File: src/rtl/up_down_counter_pkg.sv
// up_down_counter_pkg
// Shared types and widths for the up/down counter controller.
//   CNT_W        : counter datapath width
//   PRESC_W      : step prescaler width
//   ctrl_state_t : controller FSM states
//   running_in() : decodes the `running` status from a state and its return flag
package up_down_counter_pkg;

    localparam int unsigned CNT_W   = 32'd4;
    localparam int unsigned PRESC_W = 32'd28;

    typedef enum logic [1:0] {
        ST_IDLE  = 2'd0,
        ST_RUN   = 2'd1,
        ST_LOAD  = 2'd2,
        ST_CLEAR = 2'd3
    } ctrl_state_t;

    // A one-cycle LOAD/CLEAR still reports running when it will return to RUN.
    function automatic logic running_in(input ctrl_state_t s, input logic ret_run);
        logic r;
        case (s)
            ST_RUN:   r = 1'b1;
            ST_LOAD:  r = ret_run;
            ST_CLEAR: r = ret_run;
            default:  r = 1'b0;
        endcase
        return r;
    endfunction

endpackage

File: src/rtl/tick_prescaler.sv
// tick_prescaler
// Counts 0..DIVISOR-1 while `run` is high and flags the terminal count.
//   clk, reset_n : clock, asynchronous active-low reset
//   clr          : synchronous clear of the count to 0 (priority over run)
//   run          : advance enable; the count holds while low
//   tick         : high while running with the count at DIVISOR-1
module tick_prescaler
    import up_down_counter_pkg::*;
#(
    parameter logic [PRESC_W-1:0] DIVISOR = 28'd90000000
) (
    input  logic clk,
    input  logic reset_n,
    input  logic clr,
    input  logic run,
    output logic tick
);

    localparam logic [PRESC_W-1:0] TERM = DIVISOR - 28'd1;

    logic [PRESC_W-1:0] presc_r;

    // Prescaler count: clear, wrap at terminal count, or hold when not running.
    always_ff @(posedge clk or negedge reset_n) begin
        if (!reset_n) begin
            presc_r <= 28'd0;
        end else if (clr) begin
            presc_r <= 28'd0;
        end else if (run) begin
            if (presc_r == TERM) begin
                presc_r <= 28'd0;
            end else begin
                presc_r <= presc_r + 28'd1;
            end
        end else begin
            presc_r <= presc_r;
        end
    end

    assign tick = run && (presc_r == TERM);

endmodule

File: src/rtl/up_down_counter_ctrl.sv
// up_down_counter_ctrl
// Sequences the 4-bit up/down counter datapath: a prescaler produces step
// ticks and an FSM (IDLE/RUN/LOAD/CLEAR) arbitrates clear > load > stop > start.
// Inputs : clk, reset_n (async, active-low), start/stop/load_req/clear_req
//          pulses, up_down_sw level, load_data, cnt_value (datapath feedback).
// Outputs: cnt_en/cnt_ld/cnt_clr one-cycle strobes, cnt_up direction,
//          cnt_ld_data, running status. All outputs are registered.
// Optional feature: define UP_DOWN_COUNTER_CTRL_BOUNCE_EN to auto-reverse
// the step direction at MAX_VAL/MIN_VAL instead of letting the datapath wrap.
module up_down_counter_ctrl
    import up_down_counter_pkg::*;
#(
    parameter logic [PRESC_W-1:0] DIVISOR = 28'd90000000,
    parameter logic [CNT_W-1:0]   MAX_VAL = 4'd15,
    parameter logic [CNT_W-1:0]   MIN_VAL = 4'd0
) (
    input  logic             clk,
    input  logic             reset_n,
    input  logic             start,
    input  logic             stop,
    input  logic             up_down_sw,
    input  logic             load_req,
    input  logic [CNT_W-1:0] load_data,
    input  logic             clear_req,
    input  logic [CNT_W-1:0] cnt_value,
    output logic             cnt_en,
    output logic             cnt_up,
    output logic             cnt_ld,
    output logic [CNT_W-1:0] cnt_ld_data,
    output logic             cnt_clr,
    output logic             running
);

    ctrl_state_t state_r, state_next_s;
    logic        ret_run_r, ret_run_next_s;
    logic        dir_r, dir_next_s;
    logic        active_s, clr_acc_s, ld_acc_s, stop_acc_s, start_acc_s;
    logic        run_s, tick_s, step_s;

    // Requests are only heard in IDLE/RUN; strobe states drop everything.
    assign active_s    = (state_r == ST_IDLE) || (state_r == ST_RUN);
    assign clr_acc_s   = active_s && clear_req;
    assign ld_acc_s    = active_s && !clear_req && load_req;
    assign stop_acc_s  = (state_r == ST_RUN) && !clear_req && !load_req && stop;
    assign start_acc_s = (state_r == ST_IDLE) && !clear_req && !load_req && !stop && start;

    // The prescaler keeps advancing on a load/clear acceptance edge (that tick is
    // discarded) so the next step lands a full period after the strobe returns.
    assign run_s  = (state_r == ST_RUN) && !stop_acc_s;
    assign step_s = tick_s && !clr_acc_s && !ld_acc_s;

    tick_prescaler #(
        .DIVISOR (DIVISOR)
    ) u_prescaler (
        .clk     (clk),
        .reset_n (reset_n),
        .clr     (start_acc_s),
        .run     (run_s),
        .tick    (tick_s)
    );

    // Next-state and return-flag selection.
    always_comb begin
        state_next_s   = state_r;
        ret_run_next_s = ret_run_r;
        case (state_r)
            ST_IDLE, ST_RUN: begin
                if (clr_acc_s) begin
                    state_next_s   = ST_CLEAR;
                    ret_run_next_s = (state_r == ST_RUN);
                end else if (ld_acc_s) begin
                    state_next_s   = ST_LOAD;
                    ret_run_next_s = (state_r == ST_RUN);
                end else if (stop_acc_s) begin
                    state_next_s   = ST_IDLE;
                end else if (start_acc_s) begin
                    state_next_s   = ST_RUN;
                end else begin
                    state_next_s   = state_r;
                end
            end
            ST_LOAD, ST_CLEAR: begin
                if (ret_run_r) begin
                    state_next_s = ST_RUN;
                end else begin
                    state_next_s = ST_IDLE;
                end
            end
            default: begin
                state_next_s   = ST_IDLE;
                ret_run_next_s = 1'b0;
            end
        endcase
    end

`ifdef UP_DOWN_COUNTER_CTRL_BOUNCE_EN
    logic sw_prev_r;

    // Limit reversal on an issued step; a switch edge or RUN entry overrides it.
    always_comb begin
        dir_next_s = dir_r;
        if (step_s && dir_r && (cnt_value == MAX_VAL)) begin
            dir_next_s = 1'b0;
        end else if (step_s && !dir_r && (cnt_value == MIN_VAL)) begin
            dir_next_s = 1'b1;
        end else begin
            dir_next_s = dir_r;
        end
        if (start_acc_s || (up_down_sw != sw_prev_r)) begin
            dir_next_s = up_down_sw;
        end else begin
            dir_next_s = dir_next_s;
        end
    end

    // Switch history for edge detection.
    always_ff @(posedge clk or negedge reset_n) begin
        if (!reset_n) begin
            sw_prev_r <= 1'b1;
        end else begin
            sw_prev_r <= up_down_sw;
        end
    end
`else
    logic unused_s;

    // Without bounce the direction simply tracks the switch.
    always_comb begin
        dir_next_s = up_down_sw;
    end

    assign unused_s = ^{cnt_value, MAX_VAL, MIN_VAL, dir_r};
`endif

    // State, direction and registered strobe outputs.
    always_ff @(posedge clk or negedge reset_n) begin
        if (!reset_n) begin
            state_r     <= ST_IDLE;
            ret_run_r   <= 1'b0;
            dir_r       <= 1'b1;
            cnt_en      <= 1'b0;
            cnt_up      <= 1'b0;
            cnt_ld      <= 1'b0;
            cnt_ld_data <= 4'd0;
            cnt_clr     <= 1'b0;
            running     <= 1'b0;
        end else begin
            state_r     <= state_next_s;
            ret_run_r   <= ret_run_next_s;
            dir_r       <= dir_next_s;
            cnt_en      <= step_s;
            cnt_up      <= dir_next_s;
            cnt_ld      <= ld_acc_s;
            cnt_ld_data <= ld_acc_s ? load_data : cnt_ld_data;
            cnt_clr     <= clr_acc_s;
            running     <= running_in(state_next_s, ret_run_next_s);
        end
    end

endmodule

File: config.mk
export PLATFORM = sky130hd
export DESIGN_NAME = up_down_counter_ctrl
export DESIGN_NICKNAME = d
export VERILOG_FILES = /design/src/rtl/up_down_counter_pkg.sv /design/src/rtl/tick_prescaler.sv /design/src/rtl/up_down_counter_ctrl.sv
export SDC_FILE = /design/constraint.sdc
export NUM_CORES = 1
export LEC_CHECK = 0
export BUFFER_PORTS_ARGS = -buffer_cell sky130_fd_sc_hd__buf_4
export CAP_MARGIN = 20
export CORE_MARGIN = 2
export CORE_UTILIZATION = 60
export CTS_BUF_LIST = sky130_fd_sc_hd__clkbuf_8
export CTS_CLUSTER_SIZE = 25
export DETAILED_ROUTE_END_ITERATION = 8
export HOLD_SLACK_MARGIN = 0.03
export PLACE_DENSITY = 0.91
export SLEW_MARGIN = 20
export SYNTH_ARGS = -nofsm -noshare
export SYNTH_HDL_FRONTEND = slang
export SYNTH_HIERARCHICAL = 1
export SYNTH_SLANG_ARGS = --single-unit
File: constraint.sdc
create_clock -name clk -period 3 [get_ports clk]
set_input_delay 0.45 -clock clk [delete_from_list [all_inputs] [get_ports clk]]
set_output_delay 0.45 -clock clk [all_outputs]
set_load 0.01 [all_outputs]
; ---- After elaboration in Yosys (flattened, before gate mapping)
; Cells that the tools add are included.
[op_classes]
add_sub_neg = 1
eq_ne = 7
muxes = 13
reduce_logical = 26
[ops]
columns = operator, count
row1 = 28-bit 2-to-1 mux, 3
row2 = 28-bit by 1-bit adder with 28-bit output (second input constant), 1
row3 = 28-bit by 27-bit equality test with 1-bit output (second input constant), 1
row4 = 1-bit logical AND, 14
row5 = 2-bit equality test (second input constant), 4
row6 = 2-bit 2-to-1 mux, 4
row7 = 1-bit zero test, 6
row8 = 2-bit OR reduction, 3
row9 = 2-bit by 1-bit equality test with 1-bit output (second input constant), 2
row10 = 1-bit 2-to-1 mux, 4
row11 = 2-bit one-hot mux with 2 select lines, 1
row12 = 2-bit zero test, 1
row13 = 1-bit one-hot mux with 2 select lines, 1
row14 = 2-bit nonzero test, 1
row15 = 1-bit logical OR, 1
[totals]
regBits = 40
in_bits = 15
output_inout_bits = 9
word_cells = 56

; ---- Logic depth before layout (Yosys ltp)
[logic_depth]
depth_word = 13
ltp_mapped = 7
mapped_depth_nobuf = 6

; ---- Modules after synthesis
; Netlist, hierarchy kept.
[by_module_without_submodules]
columns = mod, instances, cells_each, area_each_um2, seq_area_each_um2
row1 = tick_prescaler, 1, 178, 1617.8, 700.7
row2 = up_down_counter_ctrl, 1, 35, 481.7, 300.3

; ---- Worst setup path before layout
; OpenSTA, ideal clock, no wires.
[synth_timing]
path_kind = input to register
startpoint = input port clear_req
endpoint = register u_prescaler.presc_r[25]
setup_time_ns = 0.078
arrival_ns = 2.119
required_ns = 2.922
setup_slack_ns = 0.803
stages = 6
n_path_buf = 0
path_cell_list = nor2_1 -> and4b_1 -> o211ai_1 -> or4_4 -> or4_1 -> a21oi_1
[synth_via]
elab_cells_between_ends = 12
cone_classes = mux (1) / reduce/logical (11)
[synth_rtl]
columns = item, line
row1 = from (decl), up_down_counter_ctrl.sv:24  ; input logic clear_req,
row2 = 1-bit zero test *, up_down_counter_ctrl.sv:45  ; assign start_acc_s = (state_r == ST_IDLE) && !clear_req && !load_req && !stop && start;
row3 = 1-bit logical AND * (4 in series), up_down_counter_ctrl.sv:45
row4 = via start_acc_s, up_down_counter_ctrl.sv:37  ; logic active_s, clr_acc_s, ld_acc_s, stop_acc_s, start_acc_s;
row5 = 28-bit 2-to-1 mux / 2-bit nonzero test (equally long branches), -
row6 = to (signal assigned), tick_prescaler.sv:33  ; presc_r <= presc_r + 28'd1;
row7 = to (signal assigned), tick_prescaler.sv:36  ; presc_r <= presc_r;
row8 = to (decl), tick_prescaler.sv:21  ; logic [PRESC_W-1:0] presc_r;
; Mark *: on every way through the listed nets, which the timed path passes. The rest lies on a longest branch.
; A chain may end at the register's enable or synchronous reset.

; ---- Worst setup path in the final report
[layout_timing]
startpoint = register state_r[1]
endpoint = register u_prescaler.presc_r[15]
[layout_via]
elab_cells_between_ends = 13
cone_classes = eq/ne (1) / mux (1) / reduce/logical (11)
[layout_rtl]
columns = item, line
row1 = from (decl), up_down_counter_ctrl.sv:34  ; ctrl_state_t state_r, state_next_s;
row2 = from (signal assigned), up_down_counter_ctrl.sv:148  ; state_r <= state_next_s;
row3 = 2-bit zero test *, up_down_counter_ctrl.sv:45
row4 = 1-bit logical AND * (4 in series), up_down_counter_ctrl.sv:45
row5 = via start_acc_s, up_down_counter_ctrl.sv:37
row6 = 28-bit 2-to-1 mux / 2-bit nonzero test (equally long branches), -
; Marked as above.

==> metrics.csv <==
metric,value,unit
syn avg cell area,9.857,um2
Crit Path Max Fanout,8,
Skew-Pair Late Insertion Delay,0.30,ns
main flop type after synthesis,dfrtp_1,
Fillers,251,
Ports,24,
Starting Density,62.92,%
DRC,0,
status,completed,
Die Height,63.16,um
WP data required,3.22,ns
Place WS,0.3335,ns
H-tree depth,2,
Antenna Nets Post-Route,0,
Post-Syn Area,2100,um2
"slowest stage delay, CP",0.54,ns
DR vias,1729,
post-CTS setup buffers,0,
maximum VDD drop,534.8,uV
worst-margin pin slew,0.4916,ns
max-slew violations,0,
layout cell share with drive strength beyond 1,20.51,%
ys async rst share,100.0,%
final cycle utilization of the critical path,82.32,%
#FFs+latches synth,40,
Slew headroom,67.23,%
clock transition at the registers of the reported paths,0.07,ns
Finished Core Util,72.63,%
core area,3337,um2
Tmin final,2.470,ns
Final nets,250,
"count leader, synth",dfrtp_1,
port bufs,19,
RSZ-0062 raised after global routing,false,
DR vias/cell,6.175,
max_cap viols,0,
Max Freq,0.4049,GHz
WP data arrival,2.69,ns
"Worst Path Class, Setup",reg2reg,
clk sink count,40,
WHS,0.1111,ns
cell type with the largest total area after synthesis,dfrtp_1,
worst clock skew,0.01158,ns
dpl hpwl,2882,um
DIE AREA,3989,um2
DRT Pass-1 Iters,4,
cells after synthesis,213,
slowest cell on the critical path,or4_1,
accumulated negative setup slack,0,ns
Synth top cells by count,"dfrtp_1, a21oi_1, nor2_1, nand2_1, o21ai_0",
overall routing resource usage,24.18,%
Die W,63.16,um
Std-Cell Rows,21,
grt ovf,0,
wire length per cell,15.07,um
# diodes,0,
initial antenna violation count,0,
Pleak,0.9577,nW
# hold bufs at CTS,0,
Placed Area,2295,um2
dpl cells,273,
vias in the first global route,1614,
pwr/cell area,563.9,nW/um2
Area Growth Syn to Fin,15.43,%
post-CTS sizing,0,
final setup fails,0,
CP Launch Type,flip-flop,
final hold vios,0,
Synth top area share,47.68,%
largest net degree at the start of global routing,41,
CTS root buffer,clkbuf_8,
number of flops mapped to enable cells by yosys,0,
Synth Warn #,6,
Clock Path Buffers,2,
"wirelength, routed",4220,um
CTS tree,done,
"Seq/Total Area, Yosys",47.68,%
Final Cell Area,2424,um2
Hold/Removal Path Class,in2async,
crit path cell chain,"nor2_1, and4b_1, o211ai_1, or4_1, buf_4, or3_1, a21oi_1",
Final WS setup,0.5304,ns
1st-iter DRT viols,80,
first-pass GRT wire length,7410,um
Yosys cell types,45,
Worst Setup End Kind,flip-flop,
Synth area leaders,"dfrtp_1, a21oi_1, xnor2_1, mux2_4, nor2_1",
Final Non-Filler Cells,280,
number of buffers created by CTS,5,
Final GP Congestion,0.8405,
Syn Nets,229,
Pwr Total,1.367,mW
[routing by layer]
layer / track usage (%) / routed length [um]
met5: 0 / 0
met1: 31.66 / 1790
met4: 10.00 / 76
met2: 38.16 / 2108
met3: 6.429 / 244
[state kept, by name, summed over array words and instances (netlist names)]
signal               cells
cnt_clr                  1
cnt_en                   1
cnt_ld                   1
cnt_ld_data              4
cnt_up                   1
ret_run_r                1
running                  1
state_r                  2
u_prescaler/presc_r     28
[final timing paths]
check                                from                 endpoint  slack, ns  cells past startpoint
setup / recovery               state_r[1]  u_prescaler/presc_r[15]       0.53                      7
hold reg to reg            cnt_ld_data[1]           cnt_ld_data[1]       0.51                      1
max in group asynchronous         reset_n  u_prescaler/presc_r[21]       2.53                      1
min in group clk               up_down_sw                   cnt_up       0.26                      1
setup reg to reg               state_r[1]  u_prescaler/presc_r[15]       0.53                      7
hold / removal                    reset_n                  cnt_clr       0.11                      1
[cell families after synthesis]
logic type      after synthesis  share of synthesized area (%)
xor+xnor                     10                          4.172
simple gates                 95                          27.12
mux                           5                          3.397
flops                        40                          47.68
compound gates               46                          13.53
fa+ha+maj                     1                         0.5959
buf+inv                      16                          3.516
[critical path: cells and delay by family, from the launching register on]
family	cells	cell delay (ns)
flip-flops	1	0.45
buffers and inverters	1	0.21
AO/OA/AOI/OAI	2	0.38
AND/OR/NAND/NOR	4	1.36
[layout by cell type, fill, tap and decap left out, drive strengths merged, types with 2 or more instances in the layout]
cell type,Yosys,routed
buf,5,25
clkbuf,6,5
inv,5,5
o311ai,2,2
bufinv,0,2
nor2,17,17
nand2,11,11
o211ai,2,2
nand4,8,8
o21ai,10,10
and4,3,3
xor2,2,2
nand3,11,11
o31ai,8,8
dfrtp,40,40
nor3,7,7
xnor2,8,8
mux2,5,5
a21oi,19,19
nand2b,3,3
or4,10,10
or3,9,9
nor4,5,5
nor4bb,2,2
nor2b,2,2
[final cells by class]
cell class | instances | area [um2] | share of cell area [%]
clock buffers | 5 | 68.82 | 2.839
well taps | 46 | 57.56 | 2.375
repair buffers | 25 | 187.7 | 7.744
multi-input cells | 157 | 1030 | 42.49
inverters | 5 | 18.77 | 0.7744
flip-flops and latches | 40 | 1001 | 41.30
clock inverters | 2 | 60.06 | 2.478
[where the power goes]
| group | switching (mW) | internal, mW |
|---|---|---|
| Clock | 0.182 | 0.327 |
| Combinational | 0.0983 | 0.105 |
| Sequential | 0.0558 | 0.598 |
Note: power is estimated with default switching activity, not from simulation.
